===== config.mk =====
export PLATFORM = sky130hd
export DESIGN_NAME = pc_redirect_unit
export DESIGN_NICKNAME = d
export VERILOG_FILES = /design/src/rtl/pc_redirect_unit.sv
export SDC_FILE = /design/constraint.sdc
export NUM_CORES = 1
export LEC_CHECK = 0
export ABC_AREA = 1
export CAP_MARGIN = 10
export CORE_UTILIZATION = 50
export DETAILED_ROUTE_END_ITERATION = 7
export PLACE_DENSITY = 0.82
export SETUP_SLACK_MARGIN = 0.02
export SKIP_LAST_GASP = 1
export SLEW_MARGIN = 20
export SYNTH_ARGS = -nofsm -noshare
export SYNTH_HDL_FRONTEND = slang
export SYNTH_SLANG_ARGS = --single-unit
export TNS_END_PERCENT = 20

===== constraint.sdc =====
create_clock -name clk -period 3.4 [get_ports clk]
set_clock_uncertainty 0.2 [all_clocks]
set_input_delay 0.68 -clock clk [delete_from_list [all_inputs] [get_ports clk]]
set_output_delay 0.68 -clock clk [all_outputs]
set_load 0.02 [all_outputs]

===== src/rtl/pc_redirect_unit.sv =====
// pc_redirect_unit
//   Fetch-PC generator for the RV32 core. Turns the EX-stage jump/branch decode plus the
//   branch_comp result into a PC redirect. A taken redirect also raises a timed flush that
//   squashes younger instructions. A misaligned target halts fetch until reset, because there
//   is no C extension.
//
// Parameters
//   RESET_PC      PC loaded on reset
//   FLUSH_CYCLES  cycles flush stays high after a redirect (1..7); stall stretches it
//
// Ports
//   clk, rst            core clock; synchronous active-high reset
//   stall               hazard freeze of the PC (a redirect still wins)
//   imem_ready          instruction memory accepted pc this cycle
//   is_branch/branch_in conditional branch in EX and its comparator result
//   is_jal/is_jalr      unconditional jumps in EX
//   ex_pc, imm          EX instruction PC and sign-extended immediate
//   rs1_data            forwarded JALR base
//   pc, pc_valid        fetch address and its validity
//   redirect            one-cycle pulse: pc was just loaded from a target
//   flush               squash IF/ID and ID/EX
//   link_addr           ex_pc + 4 (combinational)
//   misalign_exc        one-cycle pulse on a misaligned taken target
//   exc_pc              ex_pc of the faulting instruction
//   br_count/br_taken   branch statistics
//
// Build option
//   BRANCH_STATS_EN  when defined, br_count/br_taken are saturating counters; otherwise
//                    both ports are tied to zero and no counter flops exist.
module pc_redirect_unit #(
  parameter logic [31:0] RESET_PC     = 32'h0000_0000,
  parameter int unsigned FLUSH_CYCLES = 2
) (
  input  logic        clk,
  input  logic        rst,
  input  logic        stall,
  input  logic        imem_ready,
  input  logic        is_branch,
  input  logic        branch_in,
  input  logic        is_jal,
  input  logic        is_jalr,
  input  logic [31:0] ex_pc,
  input  logic [31:0] imm,
  input  logic [31:0] rs1_data,
  output logic [31:0] pc,
  output logic        pc_valid,
  output logic        redirect,
  output logic        flush,
  output logic [31:0] link_addr,
  output logic        misalign_exc,
  output logic [31:0] exc_pc,
  output logic [31:0] br_count,
  output logic [31:0] br_taken
);

  typedef enum logic [1:0] {StBoot, StRun, StFlush, StHalt} state_e;

  // The counter holds the number of flush cycles still to come after the current one.
  localparam logic [2:0] FlushLoad = 3'(FLUSH_CYCLES - 1);

  state_e      state_q;
  logic [31:0] pc_q;
  logic        pc_valid_q;
  logic        redirect_q;
  logic        flush_q;
  logic        misalign_q;
  logic [31:0] exc_pc_q;
  logic [2:0]  flush_cnt_q;

  logic        take;
  logic        advance;
  logic        misaligned;
  logic [31:0] target;

  // EX contents are only trusted in RUN. In the other states EX is empty or squashed.
  assign take       = (state_q == StRun) & ((is_branch & branch_in) | is_jal | is_jalr);
  assign target     = is_jalr ? ((rs1_data + imm) & ~32'h1) : (ex_pc + imm);
  assign misaligned = (target[1:0] != 2'b00);
  assign advance    = !stall && imem_ready;
  assign link_addr  = ex_pc + 32'd4;

  always_ff @(posedge clk) begin
    if (rst) begin
      state_q     <= StBoot;
      pc_q        <= RESET_PC;
      pc_valid_q  <= 1'b0;
      redirect_q  <= 1'b0;
      flush_q     <= 1'b0;
      misalign_q  <= 1'b0;
      exc_pc_q    <= 32'h0;
      flush_cnt_q <= 3'd0;
    end else begin
      redirect_q <= 1'b0;
      misalign_q <= 1'b0;
      unique case (state_q)
        StBoot: begin
          state_q    <= StRun;
          pc_valid_q <= 1'b1;
        end
        StRun: begin
          if (take && misaligned) begin
            // pc is left at the last legal fetch address for debug.
            state_q    <= StHalt;
            pc_valid_q <= 1'b0;
            misalign_q <= 1'b1;
            exc_pc_q   <= ex_pc;
            flush_q    <= 1'b1;
          end else if (take) begin
            state_q     <= StFlush;
            pc_q        <= target;
            redirect_q  <= 1'b1;
            flush_q     <= 1'b1;
            flush_cnt_q <= FlushLoad;
          end else if (advance) begin
            pc_q <= pc_q + 32'd4;
          end
        end
        StFlush: begin
          if (advance) begin
            pc_q <= pc_q + 32'd4;
          end
          // A stalled pipeline still holds the squashed instructions, so the flush is held too.
          if (!stall) begin
            if (flush_cnt_q == 3'd0) begin
              state_q <= StRun;
              flush_q <= 1'b0;
            end else begin
              flush_cnt_q <= flush_cnt_q - 3'd1;
            end
          end
        end
        StHalt: begin
          flush_q <= 1'b0;
        end
        default: begin
          state_q <= StBoot;
        end
      endcase
    end
  end

  assign pc           = pc_q;
  assign pc_valid     = pc_valid_q;
  assign redirect     = redirect_q;
  assign flush        = flush_q;
  assign misalign_exc = misalign_q;
  assign exc_pc       = exc_pc_q;

`ifdef BRANCH_STATS_EN
  logic [31:0] br_count_q;
  logic [31:0] br_taken_q;
  logic        branch_eval;

  // Misaligned branches are counted as well: they were resolved even though they fault.
  assign branch_eval = (state_q == StRun) && is_branch;

  always_ff @(posedge clk) begin
    if (rst) begin
      br_count_q <= 32'h0;
      br_taken_q <= 32'h0;
    end else if (branch_eval) begin
      if (br_count_q != 32'hFFFF_FFFF) begin
        br_count_q <= br_count_q + 32'd1;
      end
      if (branch_in && (br_taken_q != 32'hFFFF_FFFF)) begin
        br_taken_q <= br_taken_q + 32'd1;
      end
    end
  end

  assign br_count = br_count_q;
  assign br_taken = br_taken_q;
`else
  assign br_count = 32'h0;
  assign br_taken = 32'h0;
`endif

endmodule


-- Word-level counts from Yosys, hierarchy flattened
Cells that the tools add are included.
- bits in registers: 73
- bits in latches: 0
- RAM bits: 0
- ROM bits: 0
- input port bits: 104
- output and inout bits: 164
- word-level logic and storage cells: 70
- memories kept: 0
- add/sub/neg operators: 5
- $mul: 0
- div/mod/pow operators: 0
- order comparisons: 0
- equal/unequal tests: 10
- shift operators: 0
- muxes and demuxes: 24
- bitwise gates (word level): 5
- reductions and logical operators: 18
- operator list (operator ; number):
    $mux 32 ; 4
    $add 32x3->32 const B ; 2
    $add 32x32->32 ; 2
    $pmux 32 s2 ; 1
    $mux 3 ; 4
    $ne 2x2->1 const B ; 5
    $mux 2 ; 4
    $reduce_and 4->1 ; 2
    $mux 1 ; 7
    $pmux 2 s3 ; 1
    $pmux 3 s2 ; 1
    $reduce_and 2->1 ; 3
    $reduce_bool 2->1 ; 3
    $reduce_bool 3->1 ; 2
    $reduce_and 5->1 ; 1
    $eq 2x2->1 const B ; 2
    $logic_not 3->1 ; 1
    $ne 3x2->1 const B ; 1
    $pmux 1 s3 ; 1
    $reduce_or 3->1 ; 1
    $sub 3x1->3 const B ; 1
    $and 1x1->1 ; 2
    $eq 2x1->1 const B ; 1
    $logic_and 1x1->1 ; 2
    other kinds (7) ; 8

-- Longest topological paths before layout
Gate-level depths: netlist of run 1.
- depth after elaboration: 7
- mapped depth: 16
- depth with buffers taken out: 16

-- Worst setup path after synthesis of run 1
OpenSTA, ideal clock, no wires.
- path kind: input -> output
- start point: input port ex_pc[2]
- end point: output port link_addr[28]
- arrival time: 2165 ps
- data required time: 2520 ps
- path slack: 355 ps
- stages: 10
- path buffers: 0
- path through: ha_1 > nand2_1 > inv_2 > nand4_4 > nor3_4 > nand4_2 > nor3_2 > nand2_1 > nor2_1 > xor2_1
- longest elaborated chain between the ends: 1
- RTL lines (element ; line ; text):
    from (decl) ; 42 ; input logic [31:0] ex_pc,
    $add 32x3->32 ; 80 ; assign link_addr = ex_pc + 32'd4;
    to (decl) ; 49 ; output logic [31:0] link_addr,
Every way passes these cells.

-- Final worst setup path of run 1
- start point: input port ex_pc[13]
- end point: output port link_addr[31]
The elaborated chain is that of the path after synthesis.

==> run_results.csv, run 1 <==
group,metric,value,unit
status,status,"complete, no violations",
routing,ant_nets,0,
sta,finalSetupViolations,0,
placement,pre_cts_ws,-0.673,ns
global_routing,grt_pass1_vias,10900,
power_and_ir_drop,vdd.ir_drop.worst,292,uV
floorplan,die_x,143,um
cts,cts_max_level,3,
routing,detail_route.wl_per_cell,14.3,um
min_path,worstHoldStart,"pc[0]",
synth,ys_ff_latch,73,
placement,gp_congestion,0.988,
power_and_ir_drop,p_leak,0.00686,uW
synth,synth_cell_types,51,
sta,worst_slack,0.0376,ns
routing,drtIter0Drc,1086,
final_layout,multiInputGateArea,6980,um2
synth,synth_edf_count,0,
placement,place_inst,2335,
final_layout,final_cell_mix,"nand2_1, inv_1, nor2_1",
final_layout,ff_latch_area,1460,um2
setup_path,crit_required,2.52,ns
power_and_ir_drop,seq_power_share,0.253,
sta,finalCritPeriodShare,0.989,
global_routing,grt_pass1_wl,53.6,mm
sta,rsz0062_at_grt,"yes",
final_layout,final_common_cell,"nand2_1",
floorplan,num_rows,51,
setup_path,cp-end-kind,"output port",
setup_path,timing.rr.end,"pc[28]",
routing,vias,12100,
cts,cts_buffers,9,
routing,drt_first_pass_iters,5,
cts,cts_tree,"built",
sta,hold_viol_final,0,
power_and_ir_drop,sw_frac_of_total,0.427,
synth,yosysTopAreaCell,"nand2_1",
final_layout,fin_area,12900,um2
sta,finalMaxSlewViolations,0,
power_and_ir_drop,total_power,4310,uW
setup_path,rr_worst_depth,11,
setup_path,rr_startpoint,"pc[2]",
final_layout,drive_above_1_share,0.0713,
placement,portBuffers,203,
synth,netlist_area,9970,um2
placement,place_area,12600,um2
setup_path,worst-path-max-fanout,3,
synth,seq_area_frac_synth,0.147,
synth,synthTopCellsByArea,"nand2_1, dfxtp_1, inv_1, ha_1, nand3_1",
setup_path,crit_type,"input pin to output port",
routing,viasPerCell,5.13,
final_layout,final_cells,2357,
power_and_ir_drop,internal_power,2470,uW
min_path,hold_path_class,"register to register",
synth,async_flop_share,0,
cts,postCtsHoldBufs,0,
synth,syn_avg_cell_area,5.45,um2
power_and_ir_drop,p_clk_frac,0.253,
synth,yosysWarnings,0,
global_routing,track_usage,0.333,
cts,max-clock-path-buffers,2,
synth,ys.flop_type,"dfxtp_1",
sta,fin_tns_setup,0,ns
floorplan,die_area,20500,um2
sta,fmax,297,MHz
final_layout,fillers,1881,
sta,period_minus_slack,3.36,ns
cts,clk_pin_slew_worst_paths,0.06,ns
setup_path,worst-endpoint-arrival,2.48,ns
synth,syn_inst,1827,
cts,root_buffer,"clkbuf_16",
min_path,hold_end,"pc[0]",
setup_path,rrSetupSlack,0.93,ns
global_routing,antenna_found_initial,1,
global_routing,grt-ovfl-total,0,
routing,routed_wl,33.6,mm
synth,synth_top_area_share,0.233,
cts,clk_latency,0.36,ns
floorplan,initial_core_util,0.510,
floorplan,fp.dieH,143,um
final_layout,finalNetCount,2256,
power_and_ir_drop,power_density,334,nW/um2
final_layout,synthToLayoutAreaGrowth,29.6,%
cts,cts_sinks,73,
floorplan,num_io_pins,268,
power_and_ir_drop,p_switching,1840,uW
setup_path,crit_path_start_kind,"input pin",
global_routing,grt_max_degree,48,
placement,dpl.hpwl,27.3,mm
routing,drc,0,
job,drv_cap,0,
power_and_ir_drop,combPwrFrac,0.494,
min_path,whs_path_depth,2,
floorplan,core_area,19500,um2
[cells in the mapped netlist (2+ instances only)]
library cell / instances
nor2_4: 4
ha_1: 65
o21ai_1: 7
nand3b_1: 13
o21bai_1: 7
nand3_2: 3
o21ai_0: 64
nand2_1: 618
nor3_1: 21
xnor2_1: 15
dfxtp_1: 73
fa_1: 2
xor2_1: 29
o211ai_1: 4
buf_2: 9
or2_2: 4
and2_1: 5
clkbuf_1: 21
a31oi_1: 4
nor4_1: 6
buf_4: 66
buf_1: 3
nand2_4: 3
nand4_1: 10
nand2_2: 3
nor2_1: 177
nor2_2: 3
nor3b_1: 6
a21oi_1: 97
nand3_1: 148
nor3_2: 4
o21a_1: 5
inv_1: 305
inv_2: 6
[state kept, by name (all words and copies together) (netlist names)]
register / count
pc_valid: 1
flush: 1
redirect: 1
misalign_exc: 1
exc_pc: 32
flush_cnt_q: 3
pc: 32
state_q: 2
[worst max-delay path, stage by stage]
cell	delay, ns
clkdlybuf4s50_1	0.48
nand2_1	0.12
nor3_1	0.16
buf_4	0.15
nand2_2	0.06
nor2_2	0.12
nand2_2	0.10
nor3_2	0.14
xor2_1	0.19
clkdlybuf4s15_2	0.29
[stage by stage]
| step | hold slack [ns] | util |
|---|---|---|
| 5_1_grt | 0.265 | 0.661 |
| 3_5_place_dp | 0.238 | 0.643 |
| 3_3_place_gp | 0.229 | 0.643 |
| 4_1_cts | 0.248 | 0.661 |
| 6_report | 0.244 | 0.661 |
| 2_1_floorplan | 0.257 | - |
[power groups by stage]
stage | clock [uW] | sequential [uW] | combinational (uW)
final | 1090 | 1090 | 2130
after global routing | 1140 | 1100 | 2340
after CTS | 1100 | 1090 | 2100
after detailed placement | 0 | 1110 | 2090
after global placement | 0 | 1100 | 2060
after floorplan | 0 | 1200 | 1230
[cell families (layout without fill, tap and decap cells)]
family | count (synthesis) | after routing | share of synthesized area
buf+inv | 411 | 611 | 0.181
fa+ha+maj | 67 | 67 | 0.0856
xor+xnor | 44 | 44 | 0.0387
other cells | 1 | 66 | 0.000376
flops | 73 | 73 | 0.147
simple gates | 1034 | 1034 | 0.440
compound gates | 197 | 197 | 0.108
[area by class of cell]
type                    count  share of cell area
multi-input cells        1406               0.541
repair buffers            283               0.204
flip-flops and latches     73               0.113
inverters                 312              0.0908
well taps                 265              0.0257
clock buffers              10              0.0185
clock inverters             6             0.00698
diodes                      2            0.000388
[per-layer routing]
metal	part of all wire	wire (um)	vias up	track usage
li1	-	-	6094	-
met1	0.43	14600	5377	0.423
met2	0.45	15200	530	0.560
met3	0.073	2460	96	0.0416
met4	0.042	1410	0	0.151
met5	0	0	-	0
[how the worst max path moves through the flow]
stage                          from            end  slack [ns]
after floorplan            ex_pc[2]  link_addr[28]        0.36
after global placement     ex_pc[3]  link_addr[28]       -0.60
after detailed placement   ex_pc[2]  link_addr[28]       -0.67
after CTS                 ex_pc[15]  link_addr[25]       -0.02
after global routing      ex_pc[14]  link_addr[31]       -0.12
final                     ex_pc[13]  link_addr[31]        0.04
[repair_timing]
item	CTS	global route
endpoints found under the setup margin	24	14
gates resized for setup	60	8
buffers inserted	3	1
pin swaps	6	1
(Power assumes the default switching activity.)
==> run 2: changes to the inputs <==
--- a/config.mk
+++ b/config.mk
@@ -7,7 +7,9 @@
 export LEC_CHECK = 0
 export ABC_AREA = 1
 export CAP_MARGIN = 10
+export CORE_MARGIN = 8
 export CORE_UTILIZATION = 50
+export CTS_CLUSTER_DIAMETER = 30
 export DETAILED_ROUTE_END_ITERATION = 7
 export PLACE_DENSITY = 0.82
 export SETUP_SLACK_MARGIN = 0.02
==> run_results.csv, run 2 (same netlist as run 1, synthesis figures left out) <==
group,metric,value,unit
sta,hold_viol_final,0,
cts,clk_latency,0.35,ns
final_layout,final_cell_mix,"nand2_1, inv_1, clkdlybuf4s50_1",
setup_path,crit_start,"ex_pc[16]",
final_layout,finish.utilization,0.663,
setup_path,cp-endpoint,"link_addr[31]",
cts,cts_tree,"built",
setup_path,worst-path-buf-inv,4,
floorplan,num_io_pins,268,
placement,place_area,12500,um2
final_layout,drive_above_1_share,0.0732,
sta,rsz0062_at_grt,"yes",
global_routing,grt_max_degree,48,
sta,finalSetupViolations,0,
cts,cts_sinks,73,
cts,cts_buffers,9,
cts,root_buffer,"clkbuf_16",
sta,period_minus_slack,3.38,ns
setup_path,worst-endpoint-arrival,2.50,ns
global_routing,antenna_found_initial,1,
sta,fin_tns_setup,0,ns
power_and_ir_drop,p_leak,0.00689,uW
setup_path,max_stage_delay,0.51,ns
global_routing,grt_pass1_wl,58.3,mm
floorplan,die_x,157,um
placement,gp_congestion,0.939,
setup_path,slowest_stage,"clkdlybuf4s50_1",
routing,drt_first_pass_iters,5,
setup_path,timing.rr.end,"pc[24]",
floorplan,core_area,19500,um2
setup_path,crit_required,2.52,ns
global_routing,grt_pass1_vias,11400,
cts,cts_max_level,3,
final_layout,finalNetCount,2257,
setup_path,path_depth,10,
final_layout,final_common_cell,"nand2_1",
routing,vias,12000,
sta,fmax,296,MHz
setup_path,crit_path_start_kind,"input pin",
sta,finalMaxSlewViolations,0,
min_path,hold_path_class,"register to register",
final_layout,synthToLayoutAreaGrowth,29.9,%
setup_path,cp-end-kind,"output port",
sta,finalCritPeriodShare,0.995,
placement,place_inst,2334,
routing,viasPerCell,5.11,
floorplan,die_area,24700,um2
setup_path,rr_worst_depth,11,
cts,clk_pin_slew_worst_paths,0.07,ns
floorplan,fp.dieH,157,um
setup_path,crit_type,"input pin to output port",
power_and_ir_drop,vdd.ir_drop.worst,296,uV
final_layout,fin_area,12900,um2
routing,routed_wl,36.8,mm
global_routing,track_usage,0.296,
routing,drtIter0Drc,871,
placement,dpl.hpwl,30.6,mm
setup_path,rrSetupSlack,0.91,ns
floorplan,num_rows,51,
placement,portBuffers,203,
job,drv_cap,0,
global_routing,grt-ovfl-total,0,
routing,detail_route.wl_per_cell,15.6,um
power_and_ir_drop,power_density,340,nW/um2
setup_path,worst-path-max-fanout,3,
routing,drc,0,
setup_path,rr_startpoint,"pc[2]",
cts,postCtsHoldBufs,0,
routing,ant_nets,0,
sta,whs,0.244,ns
status,status,"complete, no violations",
setup_path,crit_family,"buffers and inverters",
floorplan,initial_core_util,0.510,
final_layout,final_cells,2357,
setup_path,critical_path.cell_chain,"clkdlybuf4s50_1 > nand2_1 > nor2_1 > inv_1 > buf_4 > nor2_2 > nand2_2 > nor3_2 > xor2_1 > clkdlybuf4s15_1",
cts,max-clock-path-buffers,2,
[run 2: how the worst min path moves through the flow]
stage	startpoint	end	slack, ns	depth (start not counted)
2_1_floorplan	flush_cnt_q[1]	flush_cnt_q[1]	0.26	2
3_3_place_gp	pc[1]	pc[1]	0.23	2
3_5_place_dp	pc[1]	pc[1]	0.24	2
4_1_cts	pc[1]	pc[1]	0.25	2
5_1_grt	pc[0]	pc[0]	0.27	2
6_report	pc[1]	pc[1]	0.24	2
[run 2: final cells by class]
class | instances | area (um2)
Antenna cell | 1 | 2.50
Clock buffer | 9 | 225
Clock inverter | 7 | 124
Fill cell | 1921 | 6590
Inverter | 312 | 1170
Multi-Input combinational cell | 1406 | 6990
Sequential cell | 73 | 1460
Tap cell | 265 | 332
Timing Repair Buffer | 284 | 2630
[run 2: where the power goes]
| group | switching, uW | internal (uW) |
|---|---|---|
| registers | 122 | 968 |
| clock network | 438 | 726 |
| logic | 1320 | 832 |
[run 2: layer usage]
metal	global-route usage	share of wire	up-vias	wire length (um)
met3	0.0389	0.074	79	2710
met2	0.502	0.46	512	16900
met1	0.373	0.43	5364	15900
met5	0	0	-	0
li1	-	-	6081	-
met4	0.116	0.036	0	1310
[run 2: metrics by stage]
stage	total power, uW	setup WS [ns]
3_5_place_dp	3230	-0.691
2_1_floorplan	2430	0.355
4_1_cts	4390	-0.0513
3_3_place_gp	3190	-0.608
6_report	4400	0.0160
5_1_grt	4690	-0.0888
[run 2: worst min-delay path: cells and delay by family (launching register included)]
kind	cells	cell delay, ns
DFF	1	0.31
and+or+nand+nor	2	0.10
[run 2: what timing repair did]
| item | CTS | global route |
|---|---|---|
| setup endpoints to repair | 24 | 17 |
| resized for setup | 56 | 16 |
| pin swaps | 10 | 6 |
| setup buffers | 4 | 2 |
| hold endpoints to repair | 0 | 0 |
==> run 3: changes to the inputs <==
--- a/config.mk
+++ b/config.mk
@@ -7,7 +7,7 @@
 export LEC_CHECK = 0
 export ABC_AREA = 1
 export CAP_MARGIN = 10
-export CORE_MARGIN = 8
+export CORE_MARGIN = 2
 export CORE_UTILIZATION = 50
 export CTS_CLUSTER_DIAMETER = 30
 export DETAILED_ROUTE_END_ITERATION = 7
@@ -18,4 +18,4 @@
 export SYNTH_ARGS = -nofsm -noshare
 export SYNTH_HDL_FRONTEND = slang
 export SYNTH_SLANG_ARGS = --single-unit
-export TNS_END_PERCENT = 20
+export TNS_END_PERCENT = 10
==> constraint.sdc (replaced) <==
create_clock -name clk -period 3.4 [get_ports clk]
set_clock_uncertainty 0.2 [all_clocks]
set_input_delay 0.68 -clock clk [delete_from_list [all_inputs] [get_ports clk]]
set_output_delay 0.68 -clock clk [all_outputs]
set_load 0.01 [all_outputs]
==> run_results.csv, run 3 (same netlist as run 1, synthesis figures left out) <==
group,metric,value,unit
power_and_ir_drop,vdd.ir_drop.worst,246,uV
global_routing,antenna_found_initial,0,
cts,clk_pin_slew_worst_paths,0.07,ns
setup_path,crit_family,"buffers and inverters",
setup_path,crit_type,"input pin to output port",
routing,drc,0,
status,status,"complete, no violations",
placement,gp_congestion,0.947,
cts,max-clock-path-buffers,2,
final_layout,ff_latch_area,1460,um2
cts,clk_latency,0.36,ns
sta,whs,0.248,ns
floorplan,fp.dieH,145,um
cts,root_buffer,"clkbuf_16",
routing,vias,11900,
routing,routed_wl,34.5,mm
floorplan,die_area,21100,um2
global_routing,grt_max_degree,43,
final_layout,multiInputGateArea,6960,um2
cts,cts_buffers,9,
sta,finalCritPeriodShare,0.998,
setup_path,critical_path.cell_chain,"clkdlybuf4s50_1 > nand2_1 > nor2_1 > inv_1 > nor3_1 > nand3_1 > nor3_2 > buf_4 > xor2_1 > dlygate4sd2_1",
sta,rsz0062_at_grt,"yes",
cts,cts_max_level,3,
floorplan,initial_core_util,0.510,
routing,detail_route.wl_per_cell,14.6,um
global_routing,track_usage,0.324,
routing,wl_met1,15.1,mm
power_and_ir_drop,p_leak,0.00683,uW
routing,viasPerCell,5.03,
final_layout,synthToLayoutAreaGrowth,28.8,%
cts,cts_sinks,73,
final_layout,antenna_cells,0,
final_layout,fillers,1960,
setup_path,worst-endpoint-arrival,2.51,ns
final_layout,finalNetCount,2257,
routing,dr_wl_met3,2.38,mm
routing,drtIter0Drc,975,
setup_path,slowest_stage,"clkdlybuf4s50_1",
routing,drt_first_pass_iters,6,
job,drv_cap,0,
setup_path,worst-path-max-fanout,3,
floorplan,num_io_pins,268,
floorplan,die_x,145,um
setup_path,cp-end-kind,"output port",
global_routing,grt_pass1_wl,55.6,mm
final_layout,drive_above_1_share,0.0698,
power_and_ir_drop,power_density,316,nW/um2
global_routing,grt_pass1_vias,10900,
routing,ant_nets,0,
floorplan,core_area,19500,um2
sta,worst-slew-pin-transition,0.559,ns
final_layout,final_cell_mix,"nand2_1, inv_1, clkdlybuf4s50_1",
placement,dpl.hpwl,28.8,mm
placement,portBuffers,203,
routing,wl_met2,15.8,mm
setup_path,max_stage_delay,0.51,ns
final_layout,final_common_cell,"nand2_1",
final_layout,final_cells,2356,
global_routing,grt-ovfl-total,0,
routing,topRoutingLayerUsed,"met4",
sta,hold_viol_final,0,
floorplan,num_rows,51,
setup_path,crit_required,2.52,ns
sta,finalMaxSlewViolations,0,
sta,finalSetupViolations,0,
setup_path,worst-path-buf-inv,4,
setup_path,crit_path_start_kind,"input pin",
sta,slew_headroom,0.627,
sta,period_minus_slack,3.39,ns
placement,place_inst,2337,
cts,cts_tree,"built",
min_path,hold_path_class,"register to register",
sta,fmax,295,MHz
-- run 3: cell types whose count changed in the layout (fill, tap and decap cells not counted), moves of 2 or more --
cell             change
bufinv_16            -3
clkdlybuf4s15_1      -2
clkdlybuf4s50_1      +5
dlygate4sd2_1        +2
dlymetal6s2s_1       -3
nor2_1               +4
nor2_2               -4
nor3_1               -2
nor3_2               +3
-- run 3: worst reg2reg max path: stages (launching register included) --
cell and delay (ns):
dfxtp_1 0.55, ha_1 0.25, nand3_1 0.13, nor2_1 0.34
nand3_2 0.20, nor2_1 0.25, nand2_1 0.12, xor2_1 0.15
o21ai_0 0.15, inv_1 0.06, nand2_1 0.06, a21oi_1 0.05
-- run 3: worst paths after layout --
check	from	end	slack [ns]	cells after the start
hold / removal	pc[1]	pc[1]	0.25	2
setup reg to reg	pc[2]	pc[28]	0.77	11
setup / recovery	ex_pc[15]	link_addr[25]	0.008	10
hold reg to reg	pc[1]	pc[1]	0.25	2
-- run 3: routing by layer --
metal,up-vias,GRT usage
li1,6091,-
met5,-,0
met1,5195,0.426
met2,479,0.543
met4,0,0.136
met3,94,0.0296
-- run 3: repair_timing --
action	CTS	global route
pin swaps	6	2
buffers inserted	4	0
hold buffers	0	0
endpoints found under the setup margin	23	16
resized for setup	46	3
-- run 3: cell type report --
cell class | count | area share
timing repair buffer | 284 | 0.204
tap | 265 | 0.0258
clock inverter | 7 | 0.00477
inverter | 312 | 0.0913
clock buffer | 9 | 0.0175
sequential | 73 | 0.114
multi-input combinational | 1406 | 0.542
-- run 3: stage by stage --
| step | power, uW | setup TNS (ns) | util | cell area [um2] | worst slack, ns |
|---|---|---|---|---|---|
| detailed placement | 3090 | -8.22 | 0.643 | 12600 | -0.603 |
| CTS | 4040 | 0 | 0.657 | 12800 | 0.0234 |
| global placement | 3040 | -7.15 | 0.643 | 12600 | -0.548 |
| floorplan | 2310 | 0 | - | 10200 | 0.489 |
| global route | 4320 | -0.676 | 0.658 | 12800 | -0.116 |
| finish | 4050 | 0 | 0.658 | 12800 | 0.00814 |
-- run 3: where the power goes --
group	switching (uW)	total, uW	internal, uW
clock	454	963	509
sequential	122	1090	968
combinational	1170	2000	828
total	1750	4050	2310
